$ cat src/rtl/jk_ff_bank_multimode_pkg.sv
// rtl/jk_ff_bank_multimode_pkg.sv - shared mode encodings for the multimode flip-flop bank
package jk_ff_bank_multimode_pkg;

    typedef enum logic [1:0] {
        MODE_JK = 2'b00,
        MODE_D  = 2'b01,
        MODE_T  = 2'b10,
        MODE_SR = 2'b11
    } mode_e;

    localparam int DEFAULT_N     = 4;
    localparam int DEFAULT_CNT_W = 8;

endpackage

$ cat src/rtl/jk_ff_bank_multimode_jk_bit_cell.sv
// rtl/jk_ff_bank_multimode_jk_bit_cell.sv - one state bit with saturating transition counter and sticky SR-illegal flag
module jk_bit_cell
    import jk_ff_bank_multimode_pkg::*;
#(
    parameter int CNT_W = 8
) (
    input  logic             clk,
    input  logic             rst,
    input  logic             en,
    input  logic             load,
    input  logic [1:0]       mode,
    input  logic             j,
    input  logic             k,
    input  logic             d_load,
    input  logic             clr_flags,
    output logic             q,
    output logic             illegal,
    output logic [CNT_W-1:0] tcnt
);

    localparam logic [CNT_W-1:0] CNT_MAX = '1;

    logic next_q;
    logic sr_conflict;
    logic mode_op;

    assign mode_op = en && !load;

    always_comb begin
        next_q      = q;
        sr_conflict = 1'b0;
        case (mode)
            MODE_JK: begin
                case ({j, k})
                    2'b01:   next_q = 1'b0;
                    2'b10:   next_q = 1'b1;
                    2'b11:   next_q = ~q;
                    default: next_q = q;
                endcase
            end
            MODE_D:  next_q = j;
            MODE_T:  next_q = q ^ j;
            default: begin
                case ({j, k})
                    2'b10:   next_q = 1'b1;
                    2'b01:   next_q = 1'b0;
                    2'b11:   sr_conflict = 1'b1;
                    default: next_q = q;
                endcase
            end
        endcase
    end

    always_ff @(posedge clk) begin
        if (rst) begin
            q    <= 1'b0;
            tcnt <= '0;
        end else if (load) begin
            q <= d_load;
        end else if (en) begin
            q <= next_q;
            if ((next_q != q) && (tcnt != CNT_MAX)) begin
                tcnt <= tcnt + 1'b1;
            end
        end
    end

    // A fresh conflict on the same edge as clr_flags keeps the flag set.
    always_ff @(posedge clk) begin
        if (rst) begin
            illegal <= 1'b0;
        end else if (mode_op && sr_conflict) begin
            illegal <= 1'b1;
        end else if (clr_flags) begin
            illegal <= 1'b0;
        end
    end

endmodule

$ cat src/rtl/jk_ff_bank_multimode.sv
// rtl/jk_ff_bank_multimode.sv - N-bit run-time selectable JK/D/T/SR flip-flop bank
module jk_ff_bank_multimode
    import jk_ff_bank_multimode_pkg::*;
#(
    parameter int N     = DEFAULT_N,
    parameter int CNT_W = DEFAULT_CNT_W
) (
    input  logic               clk,
    input  logic               rst,
    input  logic               en,
    input  logic [1:0]         mode,
    input  logic               load,
    input  logic [N-1:0]       d_load,
    input  logic [N-1:0]       j,
    input  logic [N-1:0]       k,
    input  logic               clr_flags,
    output logic [N-1:0]       q,
    output logic [N-1:0]       q_bar,
    output logic [N-1:0]       illegal,
    output logic [N*CNT_W-1:0] tcnt
);

    assign q_bar = ~q;

    for (genvar i = 0; i < N; i++) begin : g_cell
        jk_bit_cell #(
            .CNT_W (CNT_W)
        ) u_cell (
            .clk       (clk),
            .rst       (rst),
            .en        (en),
            .load      (load),
            .mode      (mode),
            .j         (j[i]),
            .k         (k[i]),
            .d_load    (d_load[i]),
            .clr_flags (clr_flags),
            .q         (q[i]),
            .illegal   (illegal[i]),
            .tcnt      (tcnt[i*CNT_W +: CNT_W])
        );
    end

endmodule

$ cat config.mk
export PLATFORM = sky130hd
export DESIGN_NAME = jk_ff_bank_multimode
export DESIGN_NICKNAME = d
export VERILOG_FILES = /design/src/rtl/jk_ff_bank_multimode_pkg.sv /design/src/rtl/jk_ff_bank_multimode_jk_bit_cell.sv /design/src/rtl/jk_ff_bank_multimode.sv
export SDC_FILE = /design/constraint.sdc
export NUM_CORES = 1
export LEC_CHECK = 0
export CAP_MARGIN = 20
export CORE_ASPECT_RATIO = 1.5
export CORE_UTILIZATION = 40
export CTS_CLUSTER_DIAMETER = 120
export DETAILED_ROUTE_END_ITERATION = 12
export PLACE_DENSITY_LB_ADDON = 0.08
export SLEW_MARGIN = 20
export SYNTH_ARGS = -nofsm -noshare
export SYNTH_HDL_FRONTEND = slang
export SYNTH_HIERARCHICAL = 1
export SYNTH_SLANG_ARGS = --single-unit
$ cat constraint.sdc
create_clock -name clk -period 4.43 [get_ports clk]
set_input_delay 0.886 -clock clk [delete_from_list [all_inputs] [get_ports clk]]
set_output_delay 0.886 -clock clk [all_outputs]
set_load 0.01 [all_outputs]
==> flow_summary.ini, run 1 <==
[finish]
nNetsFinal = 414
final_area_mm2 = 0.00360
area_delta_synth_final_pct = 26.5
drive_gt1_frac = 0.107
fillers = 674
stdcell_count = 462
antennaDiodeCount = 0

[pwr]
p_leak_uw = 0.00134
finalPower_uw = 770
p_per_area_mw_per_mm2 = 214
ir_drop_v = 0.000123

[detailed_routing]
drt_iter0_markers = 81
dr.pass1.iters = 6
drt-wirelength-per-cell_um = 14.1
drc = 0
drt-vias-per-instance = 5.56
wl_mm = 6.52
antenna_left = 0
vias = 2570

[logic_synthesis]
synthesis.area_mm2 = 0.00285
ys_warn_count = 6
synthMuxAreaShare = 0.112
syn_inst = 321
synth.net_count = 352
avgSynthCellArea_um2 = 8.86
synth_xor_area_frac = 0.00923
synth_top_family_by_area = simple AND/OR/NAND/NOR gates
synth-edff-count = 0
synth_compound_area_frac = 0.203
ys_seq_area_frac = 0.281
synth-simple-area-share = 0.300
yosys.area_share.adder = 0.0528
async_flop_share = 0
ys_ff_latch = 40
yosysUniqueCellTypes = 50
ys.flop_type = dfxtp_1

[global_routing]
grt_pass1_wl_mm = 11.2
grt_overflow_total = 0
grt_antenna_before_repair = 0
grt_pass1_vias = 2424
grt_use_total = 0.180
grt_max_degree = 62

[place]
place_area_mm2 = 0.00351
dp_cells = 454
dp_hpwl_mm = 4.54
gp_congestion = 0.773
io_buffers = 62

[timing]
rsz0062_at_grt = no
final.setup.tns_ps = 0
setup_viol = 0
period_share = 0.701
slew_violations = 0
max_freq_mhz = 322
finClkSkew_ps = 1.34
fin_crit_ps = 3110
max_slew_margin = 0.434
hold_viol_final = 0
worstMarginPinSlew_ps = 846

[critical_path]
critPathRequiredTime_ps = 4610
cp-end-kind = register
worst_setup_path_start_kind = input port
crit_type = input port to register
critPathMaxFanout = 28
critPathArrivalTime_ps = 3290

[run]
cap_violations = 0

[clocking]
clk_latency_ps = 290
clk_path_buf_depth = 2
cts.sinks = 40
cts_tree = yes
cts_resized = 0
post_cts_buffers = 0
cts_inserted_buffers = 5
cts.clk_slew.worst_paths_ps = 80
clockRootBuffer = clkbuf_8
cts_max_level = 2
ctsHoldBuffers = 0

[floorplanning]
initial_core_util = 0.415
dieArea_mm2 = 0.00746
io_pins = 63
coreArea_mm2 = 0.00685
die_w_um = 70.9
row_count = 37
die_h_um = 105

[worst_hold_path]
hp-class = register to register

[status]
status = completed
[final cells by class]
class / count / area (um^2) / area share
timing repair buffer: 63 / 626 / 0.174
inverter: 15 / 56.3 / 0.0156
tap: 78 / 97.6 / 0.0271
multi-input combinational: 258 / 1930 / 0.536
clock buffer: 8 / 90.1 / 0.0250
sequential: 40 / 801 / 0.223
[routing by layer]
metal / part of all wire / global-route usage / wire length (um) / vias to the layer above
met1: 0.43 / 0.214 / 2820 / 1205
met2: 0.52 / 0.330 / 3420 / 43
met4: 0.012 / 0.0557 / 78 / 0
met5: 0 / 0 / 0 / -
met3: 0.030 / 0.0249 / 197 / 8
li1: - / - / - / 1314
[through the flow]
stage / util / setup slack, ps / hold WS, ps
after detailed placement: 0.512 / 1010 / 487
after global placement: 0.512 / 1070 / 477
final: 0.525 / 1320 / 504
after global routing: 0.525 / 1130 / 536
after CTS: 0.525 / 1320 / 510
after floorplan: - / 1920 / 518
[Yosys cell counts (2+ instances only)]
| library cell | number | area (um^2) |
|---|---|---|
| a211oi_1 | 2 | 15.0 |
| a211oi_2 | 6 | 75.1 |
| a21boi_0 | 3 | 22.5 |
| a21boi_1 | 3 | 22.5 |
| a21oi_1 | 22 | 110 |
| a311oi_1 | 3 | 26.3 |
| a32oi_1 | 3 | 26.3 |
| and2b_2 | 4 | 35.0 |
| and3b_1 | 3 | 26.3 |
| and4_4 | 6 | 67.6 |
| and4bb_2 | 4 | 50.1 |
| buf_6 | 4 | 45.0 |
| clkbuf_1 | 4 | 15.0 |
| dfxtp_1 | 40 | 801 |
| ha_1 | 12 | 150 |
| inv_1 | 15 | 56.3 |
| mux2_1 | 20 | 225 |
| mux2_2 | 3 | 33.8 |
| mux2i_1 | 6 | 60.1 |
| nand2_1 | 12 | 45.0 |
| nand2b_1 | 4 | 25.0 |
| nand3_1 | 13 | 65.1 |
| nand3b_1 | 9 | 67.6 |
| nand4_1 | 9 | 56.3 |
| nor2_1 | 33 | 124 |
| nor2b_1 | 20 | 125 |
| nor3_1 | 11 | 55.1 |
| nor3b_1 | 2 | 15.0 |
| o211a_1 | 3 | 30.0 |
| o211ai_4 | 3 | 63.8 |
| o21a_1 | 3 | 22.5 |
| o21ai_0 | 5 | 25.0 |
| o21ai_1 | 6 | 30.0 |
| o22ai_1 | 3 | 18.8 |
| or3_1 | 3 | 18.8 |
| or4b_1 | 3 | 30.0 |
| xnor2_1 | 3 | 26.3 |
[worst max-delay path, stage by stage]
cell             delay, ps
clkdlybuf4s50_1        850
and4bb_2               500
o311ai_2               410
a21oi_4                160
nand4_1                150
mux2_1                 330
[flip-flops by register name, summed over array words and instances (netlist names)]
| name | count |
|---|---|
| g_cell.u_cell/tcnt | 32 |
| g_cell.u_cell/q | 4 |
| g_cell.u_cell/illegal | 4 |
[cell families (layout without fill, tap and decap cells)]
| logic type | count (synthesis) | in the layout |
|---|---|---|
| compound gates | 73 | 73 |
| xor+xnor | 3 | 3 |
| fa+ha+maj | 12 | 12 |
| buf+inv | 23 | 86 |
| flops | 40 | 40 |
| mux | 29 | 29 |
| simple gates | 141 | 141 |
[cells in the final DEF (no fill, tap or decap), types with 3 or more instances in the layout]
cell             synthesis  final
nor2b_1                 20     20
clkdlybuf4s50_1          0     61
and4bb_2                 4      4
clkbuf_8                 0      6
inv_1                   15     15
nand2b_1                 4      4
nand3b_1                 9      9
or3_1                    3      3
o21a_1                   3      3
nand4_1                  9      9
ha_1                    12     12
a21oi_1                 22     22
o21ai_1                  6      6
nand3_1                 13     13
o211a_1                  3      3
a32oi_1                  3      3
nor3_1                  11     11
xnor2_1                  3      3
o21ai_0                  5      5
a311oi_1                 3      3
mux2_2                   3      3
o22ai_1                  3      3
nand2_1                 12     12
a211oi_2                 6      6
and3b_1                  3      3
and4_4                   6      6
dfxtp_1                 40     40
a21boi_0                 3      3
or4b_1                   3      3
a21boi_1                 3      3
and2b_2                  4      4
nor2_1                  33     33
o211ai_4                 3      3
mux2_1                  20     20
mux2i_1                  6      6
[report_power, final]
part	total (uW)	leakage (uW)	switching (uW)	internal, uW
Clock	258	0.0000455	130	127
Combinational	136	0.000974	69.5	66.3
Sequential	376	0.000324	10.7	365
Total	770	0.00134	211	559
[worst paths after layout]
check,start,endpoint,slack (ps),cells after the start
max,mode[1],g_cell[3].u_cell/tcnt[6]$_SDFFE_PP0P_,1320,6
min,g_cell[3].u_cell/illegal$_SDFFE_PP0P_,g_cell[3].u_cell/illegal$_SDFFE_PP0P_,500,2
max reg2reg,g_cell[0].u_cell/tcnt[0]$_SDFFE_PP0P_,g_cell[0].u_cell/tcnt[6]$_SDFFE_PP0P_,2420,5
min reg2reg,g_cell[3].u_cell/illegal$_SDFFE_PP0P_,g_cell[3].u_cell/illegal$_SDFFE_PP0P_,500,2
Power figures use the tool's default switching activity.
==> run 2, diff against run 1 <==
- clock period: 4.43 -> 3.15 ns (I/O delays scaled with it)
==> run 2 against run 1 <==
  * Die area unchanged
  * Via count increased by 2.3%
  * Combinational power increased by 50%
  * Final area increased by 3.4%
  * Hold slack got worse by 11 ps
  * Sequential power increased by 41%
  * Core utilization increased by 1.8 points
  * Largest cell class unchanged
  * Non-clock buffer count increased by 10
  * Clock power increased by 82%
==> flow_summary.ini, run 2 (same netlist as run 1, synthesis figures left out) <==
[status]
status = completed

[global_routing]
grt_max_degree = 58
grt_pass1_vias = 2417
grt_use_total = 0.181
grt_overflow_total = 0
grt_antenna_before_repair = 0
grt_pass1_wl_mm = 11.0

[floorplanning]
io_pins = 63
die_w_um = 70.9
die_h_um = 105
dieArea_mm2 = 0.00746
coreArea_mm2 = 0.00685
initial_core_util = 0.415
row_count = 37

[clocking]
cts_tree = yes
clk_path_buf_depth = 2
post_cts_buffers = 0
cts_max_level = 2
ctsHoldBuffers = 0
clockRootBuffer = clkbuf_8
cts.sinks = 40
clk_latency_ps = 300
cts.clk_slew.worst_paths_ps = 80
cts_resized = 0
cts_inserted_buffers = 5

[finish]
final_cell_mix = 61 x clkdlybuf4s50_1, 40 x dfxtp_1, 33 x nor2_1
stdcell_count = 472
antennaDiodeCount = 0
drive_gt1_frac = 0.135
area_delta_synth_final_pct = 30.7
layout_commonest_cell = clkdlybuf4s50_1
largest-register = g_cell.u_cell/tcnt
largest_reg_flops = 32
top_regs = g_cell.u_cell/tcnt: 32 flops, g_cell.u_cell/illegal: 4 flops, g_cell.u_cell/q: 4 flops
nNetsFinal = 424

[pwr]
switching_power_uw = 306
p_leak_uw = 0.00141
ir_drop_v = 0.000212
p_sw_frac = 0.254
p_comb_frac = 0.169
p_per_area_mw_per_mm2 = 323
p_int_uw = 897
clkPwrFrac = 0.391
power_frac_seq = 0.440
finalPower_uw = 1200

[worst_hold_path]
hp-class = register to register
hold_end = g_cell[1].u_cell/illegal$_SDFFE_PP0P_
worstHoldStart = g_cell[1].u_cell/illegal$_SDFFE_PP0P_
min_path_cells = 2

[timing]
rsz0062_at_grt = no
slew_violations = 0
worstMarginPinSlew_ps = 1000
max_slew_margin = 0.330
period_share = 0.826
fin_crit_ps = 2600
setup_viol = 0
max_freq_mhz = 384
worst_slack_ps = 549
final.setup.tns_ps = 0
finClkSkew_ps = 3.43
hold_viol_final = 0

[detailed_routing]
dr.pass1.iters = 6
antenna_left = 0
drt-vias-per-instance = 5.57
drc = 0
vias = 2629
drt-wirelength-per-cell_um = 14.0
wl_mm = 6.60
drt_iter0_markers = 96

[place]
dp_cells = 464
dp_hpwl_mm = 4.74
gp_congestion = 0.792
io_buffers = 62
dp_slack_ps = 220

[critical_path]
critPathMaxFanout = 8
reg2regPathDepth = 5
r2r-end = g_cell[1].u_cell/tcnt[6]$_SDFFE_PP0P_
r2r_slack_ps = 1130
cp_cell_sequence = clkdlybuf4s50_1, inv_1, ha_1, and4bb_1, o311ai_2, a21oi_4, nand4_1, mux2_1
cp_top_family = buffers and inverters
crit_type = input port to register
worst_setup_path_start_kind = input port
critPathBufInv = 2
critPathArrivalTime_ps = 2780
critPathRequiredTime_ps = 3330
critPathSlowestCell = clkdlybuf4s50_1
cp-end-kind = register
critical-path-max-stage-delay_ps = 520
path_depth = 8
r2r-start = g_cell[1].u_cell/tcnt[0]$_SDFFE_PP0P_

[run]
cap_violations = 0
==> run 2: worst min-delay path, cell delays in order (launching register included) <==
cell and delay [ps]:
dfxtp_1 330, a32oi_1 60, nor2_1 70
==> run 2: stage by stage <==
stage	utilization	hold WS (ps)	area [um^2]
finish	0.543	492	3720
global placement	0.524	476	3590
detailed placement	0.524	478	3590
CTS	0.543	499	3720
floorplan	-	518	2850
global route	0.543	529	3720
==> run 2: metal layers <==
layer  GRT usage  vias to the layer above  wire (um)
met5           0                        -          0
met4      0.0686                        0        120
met3      0.0315                       11        245
met2       0.327                       50       3380
met1       0.208                     1227       2860
li1            -                     1341          -
==> run 2: area by class of cell <==
class,instances,area [um^2]
fill,672,3130
multi-input combinational,258,1930
sequential,40,801
timing repair buffer,73,711
tap,78,97.6
clock buffer,7,96.3
inverter,15,56.3
clock inverter,1,30.0
==> run 2: worst max-delay path by stage <==
stage / startpoint / endpoint / slack (ps)
global placement: k[3] / g_cell[3].u_cell/tcnt[5]$_SDFFE_PP0P_ / 260
finish: k[3] / g_cell[3].u_cell/tcnt[5]$_SDFFE_PP0P_ / 550
detailed placement: k[3] / g_cell[3].u_cell/tcnt[5]$_SDFFE_PP0P_ / 220
global route: k[3] / g_cell[3].u_cell/tcnt[5]$_SDFFE_PP0P_ / 420
CTS: k[3] / g_cell[3].u_cell/tcnt[5]$_SDFFE_PP0P_ / 540
floorplan: k[3] / g_cell[3].u_cell/tcnt[5]$_SDFFE_PP0P_ / 900
==> run 2: power groups by stage <==
| stage | logic (uW) | registers (uW) | clock network, uW |
|---|---|---|---|
| finish | 204 | 529 | 470 |
| floorplan | 104 | 541 | 0 |
| global route | 225 | 532 | 510 |
| global placement | 202 | 540 | 0 |
| detailed placement | 205 | 541 | 0 |
| CTS | 206 | 529 | 491 |
==> run 3, diff against run 2 <==
- clock period: 3.15 -> 2.5 ns (I/O delays scaled with it)
==> run 3 against run 2 <==
  * First-iteration DRC count decreased by 34%
  * Wire length increased by 1.4%
  * Flip-flop and latch count unchanged
  * Sequential power increased by 26%
  * Total power increased by 16%
  * Largest power group unchanged
  * Highest routed layer unchanged
==> flow_summary.ini, run 3 (same netlist as run 1, synthesis figures left out) <==
[status]
status = completed

[finish]
layout_commonest_cell = clkdlybuf4s50_1
fillers = 631
utilization = 0.570
drive_gt1_frac = 0.191
area_delta_synth_final_pct = 37.4
largest_reg_flops = 32
nNetsFinal = 454
regArea_um2 = 801
multi_input_area_mm2 = 0.00193
largest-register = g_cell.u_cell/tcnt
final_cell_mix = 61 x clkdlybuf4s50_1, 40 x dfxtp_1, 40 x buf_4
antennaDiodeCount = 0
top_regs = g_cell.u_cell/tcnt: 32 flops, g_cell.u_cell/illegal: 4 flops, g_cell.u_cell/q: 4 flops

[critical_path]
critPathArrivalTime_ps = 2510
worst_setup_path_start_kind = input port
cp_top_family = buffers and inverters
critPathSlowestCell = clkdlybuf4s50_1
r2r_slack_ps = 510
r2r-end = g_cell[0].u_cell/tcnt[5]$_SDFFE_PP0P_
cp_cell_sequence = clkdlybuf4s50_1, inv_1, ha_1, nand3b_1, a21oi_1, buf_4, o211ai_4, a211oi_2, mux2_1
r2r-start = g_cell[0].u_cell/tcnt[0]$_SDFFE_PP0P_
critPathBufInv = 3
critical-path-max-stage-delay_ps = 500
critPathRequiredTime_ps = 2680
cp-end-kind = register
critPathMaxFanout = 6
reg2regPathDepth = 5
crit_type = input port to register

[timing]
max_slew_margin = 0.736
period_share = 0.935
fin_crit_ps = 2340
max_freq_mhz = 428
hold_viol_final = 0
worstMarginPinSlew_ps = 393
rsz0062_at_grt = no
whs_ps = 505
finClkSkew_ps = 1.67
setup_viol = 0
slew_violations = 0

[global_routing]
grt_pass1_vias = 2508
grt_pass1_wl_mm = 11.2
grt_use_total = 0.181
grt_overflow_total = 0
grt_antenna_before_repair = 0
grt_max_degree = 26

[clocking]
post_cts_buffers = 0
cts.sinks = 40
cts_max_level = 2
clk_latency_ps = 280
ctsHoldBuffers = 0
cts_resized = 0
cts_inserted_buffers = 5
clockRootBuffer = clkbuf_8
cts_tree = yes
cts.clk_slew.worst_paths_ps = 70
clk_path_buf_depth = 2

[floorplanning]
row_count = 37
io_pins = 63
die_h_um = 105
coreArea_mm2 = 0.00685
initial_core_util = 0.415
die_w_um = 70.9
dieArea_mm2 = 0.00746

[detailed_routing]
drc = 0
dr.pass1.iters = 6
drt_iter0_markers = 63
drt-wirelength-per-cell_um = 13.3
drt-vias-per-instance = 5.39
vias = 2705
antenna_left = 0
wl_mm = 6.69

[place]
dp_hpwl_mm = 5.08
io_buffers = 62
gp_congestion = 0.781

[worst_hold_path]
hp-class = register to register
hold_end = g_cell[3].u_cell/illegal$_SDFFE_PP0P_
min_path_cells = 2
worstHoldStart = g_cell[3].u_cell/illegal$_SDFFE_PP0P_

[pwr]
p_leak_uw = 0.00154
p_per_area_mw_per_mm2 = 358
ir_drop_v = 0.000231

[run]
cap_violations = 0
## run 3: changes by cell type in the layout (fill, tap and decap cells not counted)
cell       previous run  this run
buf_4                10        40
clkbuf_1              0         2
bufinv_16             1         0
clkbuf_8              7         6
## run 3: metal layers
metal,track usage,vias up,share of wire
li1,-,1395,-
met1,0.221,1267,0.46
met2,0.328,37,0.51
met3,0.0268,6,0.023
met4,0.0486,0,0.010
met5,0,-,0
## run 3: tightest hold or removal path, stage by stage, from the launching register on
cell,delay [ps]
dfxtp_1,340
a21oi_1,60
nor2_1,70
## run 3: layout make-up
class | count | share of cell area
repair buffers | 103 | 0.239
well taps | 78 | 0.0250
clock buffers | 8 | 0.0230
multi-input cells | 258 | 0.493
flip-flops and latches | 40 | 0.205
inverters | 15 | 0.0144
## run 3: report_power, final
group	leakage, uW	total [uW]	switching (uW)	internal, uW
combinational	0.00117	292	133	159
clock	0.0000455	442	217	225
sequential	0.000324	666	18.8	648
total	0.00154	1400	369	1030
## run 3: metrics by stage
stage | setup TNS, ps | power [uW] | instance area [um^2] | cells | worst slack, ps
2_1_floorplan | 0 | 813 | 2850 | 321 | 379
3_3_place_gp | -1070 | 971 | 3820 | 494 | -120
3_5_place_dp | -1680 | 975 | 3820 | 494 | -142
4_1_cts | 0 | 1430 | 3910 | 502 | 166
5_1_grt | 0 | 1480 | 3910 | 502 | 57.4
6_report | 0 | 1400 | 3910 | 502 | 163
## run 3: worst max path at each step
stage | depth (start not counted) | endpoint | slack (ps) | startpoint
2_1_floorplan | 7 | g_cell[3].u_cell/tcnt[5]$_SDFFE_PP0P_ | 380 | k[3]
3_3_place_gp | 9 | g_cell[2].u_cell/tcnt[6]$_SDFFE_PP0P_ | -120 | k[2]
3_5_place_dp | 8 | g_cell[3].u_cell/tcnt[5]$_SDFFE_PP0P_ | -140 | k[3]
4_1_cts | 8 | g_cell[3].u_cell/tcnt[5]$_SDFFE_PP0P_ | 170 | k[3]
5_1_grt | 8 | g_cell[0].u_cell/tcnt[5]$_SDFFE_PP0P_ | 60 | k[0]
6_report | 9 | g_cell[2].u_cell/tcnt[6]$_SDFFE_PP0P_ | 160 | k[2]
